===== src/rtl/mem_arbiter_pkg.sv =====
// mem_arb_pkg: shared definitions for the two-port memory arbiter.
//   state_t      - arbiter FSM state encoding
//   PORT0/PORT1  - port index constants (also the encoding of last-grant)
//   MEM_LAT_DEF  - default read latency of the shared memory, in cycles
//   lat_load()   - reload value for the 3-bit read-latency down-counter
package mem_arb_pkg;

  typedef enum logic [1:0] {
    IDLE  = 2'd0,
    ISSUE = 2'd1,
    WAIT  = 2'd2,
    DONE  = 2'd3
  } state_t;

  localparam logic PORT0 = 1'b0;
  localparam logic PORT1 = 1'b1;

  localparam int DATA_W      = 16;
  localparam int MEM_LAT_DEF = 2;

  // The counter runs from MEM_LAT-1 down to 0 while in WAIT, so WAIT lasts
  // exactly MEM_LAT cycles and the data is captured in its last cycle.
  function automatic logic [2:0] lat_load(input int lat);
    return 3'(lat - 1);
  endfunction

endpackage


===== src/rtl/mem_arbiter_rr_arbiter2.sv =====
// rr_arbiter2: two-requester round-robin arbiter, purely combinational.
//   req[1:0]    - request bits, index = port
//   last_grant  - port that won the previous counted arbitration
//   grant[1:0]  - one-hot grant (all zero when nobody requests)
module rr_arbiter2
  import mem_arb_pkg::*;
(
  input  logic [1:0] req,
  input  logic       last_grant,
  output logic [1:0] grant
);

  always_comb begin
    grant = 2'b00;
    if (req == 2'b11) begin
      // Tie: the port that did not win last time goes first.
      grant = (last_grant == PORT1) ? 2'b01 : 2'b10;
    end else begin
      grant = req;
    end
  end

endmodule


===== src/rtl/mem_arbiter.sv =====
// mem_arbiter: shares one memory port between an instruction-side port (0)
// and a data-side port (1). One transaction is in flight at a time.
//   clk, rst                       - clock, asynchronous active-high reset
//   Addr*/DataIn*/Rd*/Wr*          - per-port request, held until Done*
//   DataOut*/Done*/Stall*/err*     - per-port response (Done is a 1-cycle pulse)
//   mem_addr/mem_data_in/mem_rd/mem_wr - shared memory request
//   mem_data_out/mem_stall/mem_err - shared memory response
// Parameter MEM_LAT (1..7): cycles from an accepted read to valid mem_data_out.
module mem_arbiter
  import mem_arb_pkg::*;
#(
  parameter int MEM_LAT = MEM_LAT_DEF
) (
  input  logic        clk,
  input  logic        rst,
  input  logic [15:0] Addr0,
  input  logic [15:0] DataIn0,
  input  logic        Rd0,
  input  logic        Wr0,
  output logic [15:0] DataOut0,
  output logic        Done0,
  output logic        Stall0,
  output logic        err0,
  input  logic [15:0] Addr1,
  input  logic [15:0] DataIn1,
  input  logic        Rd1,
  input  logic        Wr1,
  output logic [15:0] DataOut1,
  output logic        Done1,
  output logic        Stall1,
  output logic        err1,
  output logic [15:0] mem_addr,
  output logic [15:0] mem_data_in,
  output logic        mem_rd,
  output logic        mem_wr,
  input  logic [15:0] mem_data_out,
  input  logic        mem_stall,
  input  logic        mem_err
);

  localparam logic [2:0] LAT_LOAD = lat_load(MEM_LAT);

  state_t                   state;
  logic                     gnt_port;
  logic                     op_wr;
  logic                     op_bad;
  logic                     err_acc;
  logic                     last_gnt;
  logic        [DATA_W-1:0] addr_q;
  logic        [DATA_W-1:0] wdata_q;
  logic        [2:0]        lat_cnt;
  logic                     done0_q;
  logic                     done1_q;
  logic                     err0_q;
  logic                     err1_q;
  logic        [DATA_W-1:0] dout0_q;
  logic        [DATA_W-1:0] dout1_q;

  logic [1:0]        req;
  logic [1:0]        grant;
  logic              have_grant;
  logic              sel_port;
  logic              sel_rd;
  logic              sel_wr;
  logic              fin;
  logic              fin_err;
  logic [DATA_W-1:0] fin_data;

  assign req = {Rd1 | Wr1, Rd0 | Wr0};

  rr_arbiter2 u_rr (
    .req        (req),
    .last_grant (last_gnt),
    .grant      (grant)
  );

  assign have_grant = |grant;
  assign sel_port   = grant[1];
  assign sel_rd     = sel_port ? Rd1 : Rd0;
  assign sel_wr     = sel_port ? Wr1 : Wr0;

  // fin marks the last cycle of a transaction: the next state is DONE and
  // the port response registers load from fin_err/fin_data.
  always_comb begin
    fin      = 1'b0;
    fin_err  = err_acc;
    fin_data = '0;
    case (state)
      ISSUE: begin
        if (op_bad) begin
          // Rd and Wr both high: no memory access, just report the error.
          fin     = 1'b1;
          fin_err = 1'b1;
        end else if (!mem_stall && op_wr) begin
          fin     = 1'b1;
          fin_err = err_acc | mem_err;
        end
      end
      WAIT: begin
        if (lat_cnt == 3'd0) begin
          fin      = 1'b1;
          fin_err  = err_acc | mem_err;
          fin_data = mem_data_out;
        end
      end
      default: ;
    endcase
  end

  always_ff @(posedge clk or posedge rst) begin
    if (rst) begin
      state    <= IDLE;
      gnt_port <= PORT0;
      op_wr    <= 1'b0;
      op_bad   <= 1'b0;
      err_acc  <= 1'b0;
      last_gnt <= PORT1;
      addr_q   <= '0;
      wdata_q  <= '0;
      lat_cnt  <= '0;
      done0_q  <= 1'b0;
      done1_q  <= 1'b0;
      err0_q   <= 1'b0;
      err1_q   <= 1'b0;
      dout0_q  <= '0;
      dout1_q  <= '0;
    end else begin
      done0_q <= fin && (gnt_port == PORT0);
      done1_q <= fin && (gnt_port == PORT1);
      err0_q  <= fin && (gnt_port == PORT0) && fin_err;
      err1_q  <= fin && (gnt_port == PORT1) && fin_err;
      dout0_q <= (fin && (gnt_port == PORT0)) ? fin_data : '0;
      dout1_q <= (fin && (gnt_port == PORT1)) ? fin_data : '0;

      case (state)
        IDLE: begin
          if (have_grant) begin
            gnt_port <= sel_port;
            op_wr    <= sel_wr;
            op_bad   <= sel_rd & sel_wr;
            addr_q   <= sel_port ? Addr1 : Addr0;
            wdata_q  <= sel_port ? DataIn1 : DataIn0;
            err_acc  <= 1'b0;
            lat_cnt  <= '0;
            // An illegal request is served but does not move the
            // round-robin pointer.
            if (!(sel_rd && sel_wr)) begin
              last_gnt <= sel_port;
            end
            state <= ISSUE;
          end
        end
        ISSUE: begin
          if (!op_bad && mem_err) begin
            err_acc <= 1'b1;
          end
          if (fin) begin
            state <= DONE;
          end else if (!mem_stall) begin
            lat_cnt <= LAT_LOAD;
            state   <= WAIT;
          end
        end
        WAIT: begin
          if (mem_err) begin
            err_acc <= 1'b1;
          end
          if (fin) begin
            state <= DONE;
          end else begin
            lat_cnt <= lat_cnt - 3'd1;
          end
        end
        DONE: begin
          state <= IDLE;
        end
        default: begin
          state <= IDLE;
        end
      endcase
    end
  end

  assign DataOut0 = dout0_q;
  assign DataOut1 = dout1_q;
  assign Done0    = done0_q;
  assign Done1    = done1_q;
  assign err0     = err0_q;
  assign err1     = err1_q;

  // Stall is combinational from the requests, forced low while in reset.
  assign Stall0 = ~rst & (Rd0 | Wr0) & ~done0_q;
  assign Stall1 = ~rst & (Rd1 | Wr1) & ~done1_q;

  assign mem_rd      = (state == ISSUE) & ~op_bad & ~op_wr;
  assign mem_wr      = (state == ISSUE) & ~op_bad & op_wr;
  assign mem_addr    = addr_q;
  assign mem_data_in = wdata_q;

endmodule

===== config.mk =====
export PLATFORM = sky130hd
export DESIGN_NAME = mem_arbiter
export DESIGN_NICKNAME = d
export VERILOG_FILES = /design/src/rtl/mem_arbiter_pkg.sv /design/src/rtl/mem_arbiter_rr_arbiter2.sv /design/src/rtl/mem_arbiter.sv
export SDC_FILE = /design/constraint.sdc
export NUM_CORES = 1
export LEC_CHECK = 0
export CORE_MARGIN = 2
export CORE_UTILIZATION = 39
export CTS_BUF_LIST = sky130_fd_sc_hd__clkbuf_8
export DETAILED_ROUTE_END_ITERATION = 12
export PLACE_DENSITY = 0.79
export SETUP_SLACK_MARGIN = 0.3
export SYNTH_ARGS = -nofsm -noshare
export SYNTH_HDL_FRONTEND = slang
export SYNTH_SLANG_ARGS = --single-unit

===== constraint.sdc =====
create_clock -name clk -period 2.6 [get_ports clk]
set_clock_uncertainty 0.05 [all_clocks]
set_input_delay 0.52 -clock clk [delete_from_list [all_inputs] [get_ports clk]]
set_output_delay 0.52 -clock clk [all_outputs]
set_load 0.02 [all_outputs]

==> results.md <==
* Run status: completed
* Yosys top cell by area: dfrtp_1
* Worst-case reg-to-reg path depth at 6
* Layout Nets at 564
* Top cells by area, synth: dfrtp_1 (56%), mux2i_1 (9.6%), and2_1 (5.8%)
* Worst Path Arrival at 1.56 ns
* CP max FO at 5
* RePlAce Congestion at 0.7759
* Syn nets at 398
* Clock power frac at 18.2%
* Max VDD drop at 0.4882 mV
* Yosys warning count at 0
* Final hold vios at 0
* Switching Fraction at 37.83%
* Post-synth EDFFs at 0
* Metal1 wirelength at 3424 um
* Cts bufs inserted at 9
* Top cell type's share of synthesized area at 55.74%
* Main synth FF type: dfrtp_1
* Clock slew seen by the registers of the worst setup and hold paths at 0.08 ns
* Setup TNS Final at 0 ns
* Tmin final at 2.130 ns
* # IOs at 160
* Remaining global-route overflow at 0
* Hold WC Path Type: flop to flop
* RSZ-0062 raised after global routing: no
* Die ar. at 0.009633 mm^2
* Top cells by count, synth: dfrtp_1 (77), nand2_1 (37), mux2i_1 (33)
* Gr usage total at 18.08%
* Clk Latency, worst-skew pair at 0.34 ns
* PD cells at 1042 mW/mm^2
* WP data required at 2.03 ns
* Logic pwr share at 49.2%
* Fmax at 0.4695 GHz
* Max-cap violations at 0
* Die Span X at 98.15 um
* Routed WL at 8444 um
* Top Layer Used: met4
* Dpl cell area at 0.005191 mm^2
* Initial DRT Pass Iterations at 4
* CP startpoint kind: flop
* Register area share after synthesis at 56.50%
* Clock Sinks at 78
* # setup viols final at 0
* Clock Tree Buf Depth at 2
* Dpl ws at 0.1925 ns
* 1st-iter DRT viols at 74
* Cells after synthesis at 303
* Initial Util at 39.84%
* Initial antenna violation count at 0
* Port buffer count at 159
* Largest net degree at the start of global routing at 70
* Synthesized area per cell at 11.41 um^2
* DIE HEIGHT at 98.15 um
* Internal at 3.508 mW
* Slew margin rel. at 66.14%
* FF+latch count, synth at 78
* Core ar. at 0.008678 mm^2
* Hold path depth at 2
* Rows at 34
* Via count of the routed design at 2787
* CTS H-tree depth at 3
* Metal3 WL at 648 um
* Vias in the first global route at 2932
* Fraction of layout cells with a size suffix above 1 at 9.283%
* Per-cell routed wire length at 14.51 um
* Worst Setup Path Type: flop to primary output
* WL met2 at 4289 um
* N_diodes at 0
* Mapped Area at 0.003457 mm^2
* Leakage power at 2.500 nW
* Post-synth cell types at 42
* Post-CTS Hold Buffers at 0
* Post-synth ARST share at 100.0%
* Final slew viol count at 0
* Most frequent cell after synthesis: dfrtp_1
* Root buffer cell: clkbuf_8
* Reg power frac at 32.6%
* P_sw at 2.135 mW
* Least-Margin Pin Slew at 0.5068 ns
* Setup slack after layout at 0.4699 ns
* CTS tree: built
* Setup crit end kind: primary output
* Final HPWL DP at 6447 um
* First-pass GRT wire length at 14030 um
* Routed Antenna Nets at 0
* Fin crit share at 81.93%
* Design area at 0.005414 mm^2
* # DRC at 0
* Design Power at 5.643 mW
* Synthesis-to-layout area growth at 56.61%
* Worst hold margin at 0.4322 ns
* DR vias/cell at 4.789
power by group through the flow:
stage                     Clock [mW]  Sequential [mW]  Combinational, mW
after floorplan                    0             2.25               1.31
after global placement             0             1.85               2.72
after detailed placement           0             1.87               2.80
after CTS                       1.07             1.85               2.80
after global routing            1.11             1.90               3.01
final                           1.03             1.84               2.77
per-stage QoR:
step | utilization, % | cells
after CTS | 62.40 | 582
after global placement | 59.82 | 566
after global routing | 62.38 | 582
after floorplan | - | 303
final | 62.38 | 582
after detailed placement | 59.82 | 566
layer usage:
layer  up-vias  global-route usage, %
li1       1365                      -
met5         -                      0
met1      1326                  21.58
met2        90                  31.14
met4         0                  4.636
met3         6                  6.586
area by class of cell:
cell class	count	area, um^2
Clock buffer	10	137.6
Clock inverter	6	91.34
Tap cell	108	135.1
Multi-Input combinational cell	198	1338
Timing Repair Buffer	172	1718
Sequential cell	78	1953
Inverter	10	41.29
Fill cell	728	3264
flip-flops by register name, summed over array words and instances (netlist names), 2 cells and up:
register and flops:
lat_cnt 3, DataOut1 16, mem_addr 16, mem_data_in 16, DataOut0 16, state 2
cell usage in the layout, fill, tap and decap left out, drive strengths merged, types with 2 or more instances in the layout:
cell type,synthesis,routed
clkdlybuf4s50,0,155
ha,7,7
nand3,3,3
nor2b,3,3
a32o,2,2
and2,32,32
nand2,37,37
bufinv,0,2
o211ai,2,2
clkbuf,6,11
nor4,2,2
buf,11,13
a21oi,5,5
a21o,3,3
dlygate4sd2,0,3
mux2i,33,33
nor3,2,2
and3,4,4
mux2,2,2
inv,10,12
o21ai,37,37
a211o,2,2
dfrtp,77,77
nor2,9,9
critical path: stages (launching register included):
cell and delay, ns:
dfrtp_1 0.43, inv_1 0.12, ha_1 0.20, and3_1 0.15, dlygate4sd2_1 0.33
worst paths after layout:
| path | from | end | slack [ns] |
|---|---|---|---|
| setup / recovery | state[1] | mem_wr | 0.47 |
| max in group asynchronous | rst | DataOut1[2] | 1.31 |
| hold / removal | mem_addr[9] | mem_addr[9] | 0.43 |
| hold reg to reg | mem_addr[9] | mem_addr[9] | 0.43 |
| min in group asynchronous | rst | Done1 | 0.55 |
| setup reg to reg | state[1] | state[1] | 0.48 |
what timing repair did:
| item | 4_1_cts | 5_1_grt |
|---|---|---|
| gates resized for setup | 4 | 4 |
| buffers inserted | 0 | 0 |
| setup endpoints to repair | 4 | 2 |
| pin swaps | 0 | 0 |
cells by family after synthesis:
logic type | synth area share [%]
adders and majority gates | 2.533
buffers and inverters | 5.284
DFF | 56.50
muxes | 10.21
and+or+nand+nor | 13.97
xor gates and xnor gates | 0.2534
AOI/OAI and AO/OA | 11.26
Note: power is estimated with default switching activity, not from simulation.
